## src/rtl/bram_program_loader_pkg.sv

```systemverilog
// Shared types and sizing for the BRAM program loader.
//   DATA_WIDTH / BYTES_PER_WORD : BRAM word geometry
//   RAM_ADDR_WIDTH / I_BRAM_DEPTH : default write-port address width and depth
//   ld_state_e  : loader FSM encoding (2 bits)
//   pack_word_t : word handed from the byte packer to the FSM
package bram_program_loader_pkg;

  localparam int DATA_WIDTH     = 32;
  localparam int BYTES_PER_WORD = 4;
  localparam int RAM_ADDR_WIDTH = 12;
  localparam int I_BRAM_DEPTH   = 4096;

  typedef enum logic [1:0] {
    LD_IDLE  = 2'd0,
    LD_RECV  = 2'd1,
    LD_WRITE = 2'd2,
    LD_DONE  = 2'd3
  } ld_state_e;

  typedef struct packed {
    logic [DATA_WIDTH-1:0]     word;
    logic [BYTES_PER_WORD-1:0] be;
    logic                      last;
  } pack_word_t;

endpackage

```

## src/rtl/bram_program_loader_byte_packer.sv

```systemverilog
// Packs accepted stream bytes little-endian into a 32-bit word.
//   clk, rst      : clock, async active-low reset
//   clr_i         : drop any partial word (new load)
//   en_i          : byte handshake this cycle
//   data_i/last_i : stream byte and end-of-image flag
//   word_ready_o  : this handshake completes a word (lane 3 or last)
//   word_o        : merged word/lane mask/last, valid with word_ready_o
module bram_program_loader_byte_packer
  import bram_program_loader_pkg::*;
(
  input  logic       clk,
  input  logic       rst,
  input  logic       clr_i,
  input  logic       en_i,
  input  logic [7:0] data_i,
  input  logic       last_i,
  output logic       word_ready_o,
  output pack_word_t word_o
);

  logic [1:0]                lane_q, lane_d;
  logic [DATA_WIDTH-1:0]     word_q, word_d;
  logic [BYTES_PER_WORD-1:0] be_q, be_d;
  logic [DATA_WIDTH-1:0]     merged_word;
  logic [BYTES_PER_WORD-1:0] merged_be;

  // Current byte merged into the partial word; lanes never written stay 0.
  always_comb begin
    merged_word = word_q;
    merged_be   = be_q;
    if (en_i) begin
      merged_word[{lane_q, 3'b000} +: 8] = data_i;
      merged_be[lane_q]                  = 1'b1;
    end
  end

  assign word_ready_o = en_i & ((lane_q == 2'd3) | last_i);
  assign word_o       = '{word: merged_word, be: merged_be, last: last_i};

  always_comb begin
    lane_d = lane_q;
    word_d = word_q;
    be_d   = be_q;
    if (clr_i || word_ready_o) begin
      lane_d = '0;
      word_d = '0;
      be_d   = '0;
    end else if (en_i) begin
      lane_d = lane_q + 2'd1;
      word_d = merged_word;
      be_d   = merged_be;
    end
  end

  always_ff @(posedge clk or negedge rst) begin
    if (!rst) begin
      lane_q <= '0;
      word_q <= '0;
      be_q   <= '0;
    end else begin
      lane_q <= lane_d;
      word_q <= word_d;
      be_q   <= be_d;
    end
  end

endmodule

```

## src/rtl/bram_program_loader.sv

```systemverilog
// Loads a byte-stream program image into the core's BRAM and holds the core
// stalled until the image is in place.
//   clk, rst                 : clock, async active-low reset
//   start                    : begin a load (only from IDLE/DONE)
//   s_data/s_valid/s_last/s_ready : byte stream, little-endian
//   w_addr/w_dat/w_enb/byte_enb   : BRAM write port
//   cpu_stall                : to core pc_stall
//   busy/done/error          : load status (done/error sticky)
//   word_count/checksum      : words written and their mod-2^32 sum
module bram_program_loader
  import bram_program_loader_pkg::*;
#(
  parameter int ADDR_WIDTH = RAM_ADDR_WIDTH,
  parameter int BASE_ADDR  = 0,
  parameter int MAX_WORDS  = I_BRAM_DEPTH
) (
  input  logic                      clk,
  input  logic                      rst,
  input  logic                      start,
  input  logic [7:0]                s_data,
  input  logic                      s_valid,
  input  logic                      s_last,
  output logic                      s_ready,
  output logic [ADDR_WIDTH-1:0]     w_addr,
  output logic [DATA_WIDTH-1:0]     w_dat,
  output logic                      w_enb,
  output logic [BYTES_PER_WORD-1:0] byte_enb,
  output logic                      cpu_stall,
  output logic                      busy,
  output logic                      done,
  output logic                      error,
  output logic [ADDR_WIDTH:0]       word_count,
  output logic [DATA_WIDTH-1:0]     checksum
);

  localparam logic [ADDR_WIDTH-1:0] BASE_A = ADDR_WIDTH'(BASE_ADDR);
  localparam logic [ADDR_WIDTH:0]   MAX_W  = (ADDR_WIDTH+1)'(MAX_WORDS);

  ld_state_e                 state_q, state_d;
  logic [ADDR_WIDTH-1:0]     w_addr_q, w_addr_d;
  logic [DATA_WIDTH-1:0]     w_dat_q, w_dat_d;
  logic [BYTES_PER_WORD-1:0] be_q, be_d;
  logic                      last_q, last_d;
  logic [ADDR_WIDTH:0]       wc_q, wc_d;
  logic [DATA_WIDTH-1:0]     cs_q, cs_d;
  logic                      done_q, done_d;
  logic                      err_q, err_d;
  logic                      stall_q, stall_d;

  logic       hs;
  logic       start_ok;
  logic       pk_ready;
  pack_word_t pk_word;

  assign s_ready  = (state_q == LD_RECV);
  assign hs       = s_valid & s_ready;
  assign start_ok = start & ((state_q == LD_IDLE) | (state_q == LD_DONE));

  bram_program_loader_byte_packer u_packer (
    .clk          (clk),
    .rst          (rst),
    .clr_i        (start_ok),
    .en_i         (hs),
    .data_i       (s_data),
    .last_i       (s_last),
    .word_ready_o (pk_ready),
    .word_o       (pk_word)
  );

  always_comb begin
    state_d  = state_q;
    w_addr_d = w_addr_q;
    w_dat_d  = w_dat_q;
    be_d     = be_q;
    last_d   = last_q;
    wc_d     = wc_q;
    cs_d     = cs_q;
    done_d   = done_q;
    err_d    = err_q;
    stall_d  = stall_q;
    unique case (state_q)
      LD_IDLE, LD_DONE: begin
        if (start) begin
          state_d  = LD_RECV;
          w_addr_d = BASE_A;
          wc_d     = '0;
          cs_d     = '0;
          done_d   = 1'b0;
          err_d    = 1'b0;
          stall_d  = 1'b1;
        end
      end
      LD_RECV: begin
        // Latch the completed word so the write port holds it stable.
        if (pk_ready) begin
          state_d = LD_WRITE;
          w_dat_d = pk_word.word;
          be_d    = pk_word.be;
          last_d  = pk_word.last;
        end
      end
      LD_WRITE: begin
        w_addr_d = w_addr_q + 1'b1;
        wc_d     = wc_q + 1'b1;
        cs_d     = cs_q + w_dat_q;
        if (last_q) begin
          state_d = LD_DONE;
          done_d  = 1'b1;
          stall_d = 1'b0;
        end else if (wc_q + 1'b1 == MAX_W) begin
          // Image did not end within the BRAM window: stop and keep the core parked.
          state_d = LD_DONE;
          done_d  = 1'b1;
          err_d   = 1'b1;
          stall_d = 1'b1;
        end else begin
          state_d = LD_RECV;
        end
      end
      default: state_d = LD_IDLE;
    endcase
  end

  always_ff @(posedge clk or negedge rst) begin
    if (!rst) begin
      state_q  <= LD_IDLE;
      w_addr_q <= '0;
      w_dat_q  <= '0;
      be_q     <= '0;
      last_q   <= 1'b0;
      wc_q     <= '0;
      cs_q     <= '0;
      done_q   <= 1'b0;
      err_q    <= 1'b0;
      stall_q  <= 1'b1;
    end else begin
      state_q  <= state_d;
      w_addr_q <= w_addr_d;
      w_dat_q  <= w_dat_d;
      be_q     <= be_d;
      last_q   <= last_d;
      wc_q     <= wc_d;
      cs_q     <= cs_d;
      done_q   <= done_d;
      err_q    <= err_d;
      stall_q  <= stall_d;
    end
  end

  assign w_enb      = (state_q == LD_WRITE);
  assign busy       = (state_q == LD_RECV) | (state_q == LD_WRITE);
  assign w_addr     = w_addr_q;
  assign w_dat      = w_dat_q;
  assign byte_enb   = be_q;
  assign cpu_stall  = stall_q;
  assign done       = done_q;
  assign error      = err_q;
  assign word_count = wc_q;
  assign checksum   = cs_q;

endmodule

```

## config.mk

```make
export PLATFORM = sky130hd
export DESIGN_NAME = bram_program_loader
export DESIGN_NICKNAME = d
export VERILOG_FILES = /design/src/rtl/bram_program_loader_pkg.sv /design/src/rtl/bram_program_loader_byte_packer.sv /design/src/rtl/bram_program_loader.sv
export SDC_FILE = /design/constraint.sdc
export NUM_CORES = 1
export LEC_CHECK = 0
export ABC_AREA = 1
export BUFFER_PORTS_ARGS = -buffer_cell sky130_fd_sc_hd__buf_4
export CORE_ASPECT_RATIO = 1.2
export CORE_UTILIZATION = 54
export DETAILED_ROUTE_END_ITERATION = 7
export GPL_TIMING_DRIVEN = 0
export MAX_ROUTING_LAYER = met4
export PLACE_DENSITY = 0.78
export SLEW_MARGIN = 10
export SYNTH_ARGS = -nofsm -noshare
export SYNTH_HDL_FRONTEND = slang
export SYNTH_SLANG_ARGS = --single-unit
export TNS_END_PERCENT = 1
```

## constraint.sdc

```tcl
create_clock -name clk -period 3.91 [get_ports clk]
set_input_delay 0.782 -clock clk [delete_from_list [all_inputs] [get_ports clk]]
set_output_delay 0.782 -clock clk [all_outputs]
set_load 0.02 [all_outputs]
```

**Yosys cells after proc, flatten, opt, wreduce, memory -nomap -nowiden**

Index checks and enable logic that the tools add are counted.

- Bitwise gates (word level): 7
- Reductions and logical operators: 11
- Shift operators: 2
- Divide/modulo/power cells: 0
- $mul: 0
- Magnitude comparators: 2
- Equal/unequal tests: 10
- Multiplexer cells: 31
- Add/sub/neg operators: 5

Operator list:

| operator | count |
|---|---|
| 32-bit 2-to-1 mux | 4 |
| 32-bit one-hot mux with 2 select lines | 1 |
| 32-bit adder | 1 |
| 32-bit bitwise mux | 1 |
| 8-bit by 7-bit variable shift with 32-bit output, first input constant | 1 |
| 8-bit by 7-bit variable part select with 32-bit output | 1 |
| 13-bit one-hot mux with 2 select lines | 1 |
| 12-bit one-hot mux with 2 select lines | 1 |
| 13-bit by 1-bit adder with 13-bit output, second input constant | 1 |
| 13-bit == test, second input constant | 1 |
| 13-bit 2-to-1 mux | 1 |
| 12-bit by 1-bit adder with 12-bit output, second input constant | 1 |
| 12-bit 2-to-1 mux | 1 |
| 2-bit 2-to-1 mux | 6 |
| 4-bit 2-to-1 mux | 3 |
| 1-bit 2-to-1 mux | 7 |
| 5-bit negator with 7-bit output | 1 |
| 2-bit == test, second input constant | 3 |
| 1-bit one-hot mux with 2 select lines | 3 |
| 2-bit one-hot mux with 3 select lines | 1 |
| 2-bit AND reduction | 3 |
| 2-bit by 1-bit != test with 1-bit output, second input constant | 2 |
| 2-bit != test, second input constant | 2 |
| 4-bit OR | 1 |
| 15 further kinds | 20 |

- ROM bits: 0
- Bits in writable memories: 0
- Flip-flop bits (word level): 137
- Output and inout port bits: 99
- Memories: 0
- Word-level logic and storage cells: 81
- Input bits: 13
- Bits in latches: 0

**Depth between registers and ports, before layout**

- Word-level depth: 8
- Gate-level depth with buffers: 14
- Gate-level depth less buffers: 14

**By module**

Synthesis repeated with hierarchy kept, for this count alone.

- Cell total of the unflattened synthesis: 1020
- Area total of the unflattened synthesis: 8144.1 um^2

Modules (own cells, without submodules):

| module | area an instance (um^2) | cells each | sequential area each (um^2) | instances |
|---|---|---|---|---|
| bram_program_loader | 6013.3 | 758 | 2478.6 | 1 |
| bram_program_loader_byte_packer | 2130.8 | 262 | 950.9 | 1 |

**Worst setup path after synthesis**

No wires, ideal clock.

- Path type: register to register
- Start point: reg cs_q[0], in the netlist checksum[0]
- End point: reg cs_q[22], in the netlist checksum[22]
- Library setup time: 118 ps
- Period minus slack after synthesis: 2082 ps
- Slack: 1828 ps
- Buffers on the path: 0
- Stages on the path, launching flop included: 14
- Arrival: 1964 ps
- Required time: 3792 ps
- Cells stage by stage: dfrtp_1 > ha_1 > inv_1 > fa_1 > o21ai_2 > nand2_1 > nand2_1 > nand3_1 > nand2_1 > nand2_1 > nand2_1 > nand2_1 > nand3_1 > nand2_1

- Word-level cells in the longest chain between the ends: 2

Ends and longest elaborated chain:

| item | RTL line | text |
|---|---|---|
| start: declaration | bram_program_loader.sv:45 | `logic [DATA_WIDTH-1:0] cs_q, cs_d;` |
| start signal: assignment | bram_program_loader.sv:143 | `cs_q <= cs_d;` |
| 32-bit adder | bram_program_loader.sv:105 | `cs_d = cs_q + w_dat_q;` |
| 32-bit one-hot mux with 2 select lines | bram_program_loader.sv:81 | `unique case (state_q)` |

No other way between the ends.
A chain may end at the register's enable or synchronous reset.

**Final worst setup path**

- Start point: reg u_packer.lane_q[0]
- End point: reg w_dat_q[13], in the netlist w_dat[13]

- Word-level cells in the longest chain between the ends: 4
- Elaborated cells between the ends (all ways): 9
- Those cells by class: 1 x add/sub; 1 x eq/ne; 2 x shift; 2 x mux; 2 x bitwise; 1 x reduce/logical

Ends and longest elaborated chain:

| item | RTL line | text |
|---|---|---|
| start: declaration | bram_program_loader_byte_packer.sv:21 | `logic [1:0] lane_q, lane_d;` |
| start signal: assignment | bram_program_loader_byte_packer.sv:61 | `lane_q <= lane_d;` |
| 5-bit negator with 7-bit output or 2-bit == test (tied branches) | bram_program_loader_byte_packer.sv:32, bram_program_loader_byte_packer.sv:37 |  |
| 8-bit by 7-bit variable part select with 32-bit output, or another cell as far along | bram_program_loader_byte_packer.sv:32 | `merged_word[{lane_q, 3'b000} +: 8] = data_i;` |
| 32-bit bitwise mux or 1-bit AND (tied branches) | bram_program_loader_byte_packer.sv:32, bram_program_loader_byte_packer.sv:37 |  |
| 32-bit 2-to-1 mux or 2-bit AND reduction (tied branches) | - |  |
| end signal: assignment | bram_program_loader.sv:139 | `w_dat_q <= w_dat_d;` |
| end: declaration | bram_program_loader.sv:41 | `logic [DATA_WIDTH-1:0] w_dat_q, w_dat_d;` |

Parallel ways exist; a longest one is shown, timed or not.

==> results.cfg <==
[drt]
wl_per_cell_um = 17.1
ant_nets = 0
detail_route.wirelength_mm = 23.2
num_vias = 7699
drt_iter0_markers = 648
drtPass1Iterations = 5
drc = 0
vias_per_cell = 5.68

[worst_setup_path]
crit_path_end_kind = register
crit_slowest_cell = dfrtp_1
ff2ff_path_depth = 9
crit_fanout = 11
critPathMaxStageDelay_ps = 580
critical_path_class = register to register
crit_top_cell = buf_2
crit_path_start_kind = register
crit_arrival_ps = 2880
cp_top_family = buffers and inverters
crit_required_ps = 4250
cp.buffers_inverters = 4
cp_num_cells = 9
cp_cell_sequence = clkinv_1 -> ha_1 -> buf_2 -> inv_1 -> buf_2 -> nand2_1 -> nor2_1 -> a22oi_1 -> o21ai_0

[synthesis]
synth.avg_cell_area_um2 = 7.64
synth.area.mux_share_pct = 0
synth-edff-count = 0
yosys.area_share.simple_pct = 29.0
synth_warnings = 0
synth-compound-area-share_pct = 14.9
syn_area_mm2 = 0.00793
synth_seq_cells = 137
syn_inst = 1038
synth_top_family_by_area = simple AND/OR/NAND/NOR gates
ys_types = 45
ys_async_sr_fraction_pct = 100
seq_area_frac_synth_pct = 43.2
synth_nets = 1097
synth_ff_type = dfrtp_1
synth_xor_area_share_pct = 0.773
synth_adder_area_share_pct = 7.35

[placed_design]
placed_cells = 1325
port_buffers = 111
place_hpwl_mm = 17.6
place.gp.congestion = 0.954

[cts]
cts.sinks = 137
cts.path.max_buffers = 2
cts-root-buf = clkbuf_16
hold_buffers = 0
cts_buffers = 17
cts_resized = 0
h-tree-depth = 4
cts.clk_slew.worst_paths_ps = 60
cts_tree = built
insertion_delay_ps = 420
postCtsSetupRepairBufs = 0

[grt]
grt_pass1_wl_mm = 37.6
overflow = 0
grt_pass1_vias = 7253
antenna_found_initial = 0
grt_usage_pct = 33.2
grt_max_degree = 84

[finish]
syn_to_final_growth_pct = 21.6
final_cells = 1356
final_common_cell = nand2_1
drive_gt1_share_pct = 15.9
diodes = 0
final_cell_mix = nand2_1, dfrtp_1, nor2_1
fin_nets = 1228

[sta]
fmax_mhz = 394
tns_ps = 0
period_needed_ps = 2540
drv_slew = 0
holdWs_ps = 301
skew_ps = 8.05
max_slew.worst_pin.slew_ps = 720
rsz0062_at_grt = false
hold_violations = 0
fin_crit_sh_pct = 65.0
slew_headroom_pct = 52.0
setup_viol = 0

[pwr]
peakVddDrop_mv = 0.323
power_mw = 5.46
leakagePower_nw = 4.80
p_per_area_mw_per_mm2 = 566

[floorplanning]
die_w_um = 113
die_height_um = 135
start_util_pct = 55.3
dieArea_mm2 = 0.0152
core-area_mm2 = 0.0144
fp-row-count = 48
io_pins = 112

[outcome]
outcome = completed

[job]
max_cap_violations = 0

[hold_path]
hp-class = primary input to asynchronous set/reset pin
[layer usage]
metal  wire [um]  GRT usage (%)  up-vias
li1            -              -     3734
met1        9800           41.3     3628
met2       11400           54.1      282
met3        1270           4.80       55
met4         778           15.0        0
met5           0              -        -
[flip-flops by register name, indices dropped and copies added (netlist names)]
| signal | count |
|---|---|
| cpu_stall | 1 |
| u_packer.lane_q | 2 |
| w_dat | 32 |
| u_packer.word_q | 32 |
| byte_enb | 4 |
| done | 1 |
| error | 1 |
| state_q | 2 |
| u_packer.be_q | 4 |
| word_count | 13 |
| w_addr | 12 |
| last_q | 1 |
| checksum | 32 |
[synthesized netlist by cell type, types with 4 or more instances]
| library cell | n | area [um2] |
|---|---|---|
| nor3_1 | 11 | 55.1 |
| nand3_1 | 62 | 310 |
| inv_1 | 68 | 255 |
| xor2_1 | 5 | 43.8 |
| nor2_2 | 9 | 56.3 |
| nand3b_1 | 6 | 45.0 |
| inv_2 | 4 | 15.0 |
| nor2_1 | 132 | 495 |
| nand4_1 | 10 | 62.6 |
| a22oi_1 | 13 | 97.6 |
| nand2_2 | 9 | 56.3 |
| dfrtp_1 | 136 | 3400 |
| nor2_4 | 4 | 45.0 |
| o21ai_0 | 92 | 460 |
| nand2_1 | 288 | 1080 |
| o22ai_1 | 11 | 68.8 |
| ha_1 | 45 | 563 |
| a21o_1 | 5 | 37.5 |
| buf_2 | 8 | 40.0 |
| a21oi_1 | 65 | 325 |
| clkbuf_1 | 13 | 48.8 |
[where the power goes]
| group | switching (mW) | internal [mW] |
|---|---|---|
| Sequential | 0.223 | 1.64 |
| Clock | 0.650 | 1.09 |
| Combinational | 1.25 | 0.614 |
| Total | 2.12 | 3.34 |
[cells by family (layout without fill, tap and decap cells)]
group,after synthesis,after routing
AO/OA/AOI/OAI,211,211
XOR/XNOR,7,7
flip-flops,137,137
adder cells (fa/ha/maj),46,46
AND/OR/NAND/NOR,542,542
buffers and inverters,95,238
[cell type report]
type | count | area [um2]
multi-input cells | 806 | 4130
repair buffers | 112 | 865
clock buffers | 19 | 443
inverters | 73 | 274
plain buffers | 22 | 103
flip-flops and latches | 137 | 3430
clock inverters | 12 | 190
well taps | 175 | 219
fillers | 1258 | 4700
[stage by stage]
stage / instance area (um2) / worst slack (ps) / utilization, %
after global placement: 8990 / 1440 / 62.6
after CTS: 9650 / 1380 / 67.2
after global routing: 9650 / 1130 / 67.2
after floorplan: 7930 / 1830 / -
after detailed placement: 9020 / 1400 / 62.8
final: 9650 / 1370 / 67.2
[path summary, 6_finish.rpt]
| kind | slack (ps) | end | startpoint |
|---|---|---|---|
| worst max-delay path | 1370 | w_dat[13] | u_packer.lane_q[0] |
| max in group asynchronous | 2800 | checksum[26] | rst |
| worst min-delay path | 300 | word_count[8] | rst |
| min in group clk | 460 | cpu_stall | cpu_stall |
| worst min register to register | 460 | cpu_stall | cpu_stall |
| worst max register to register | 1370 | w_dat[13] | u_packer.lane_q[0] |
Power figures use the tool's default switching activity.
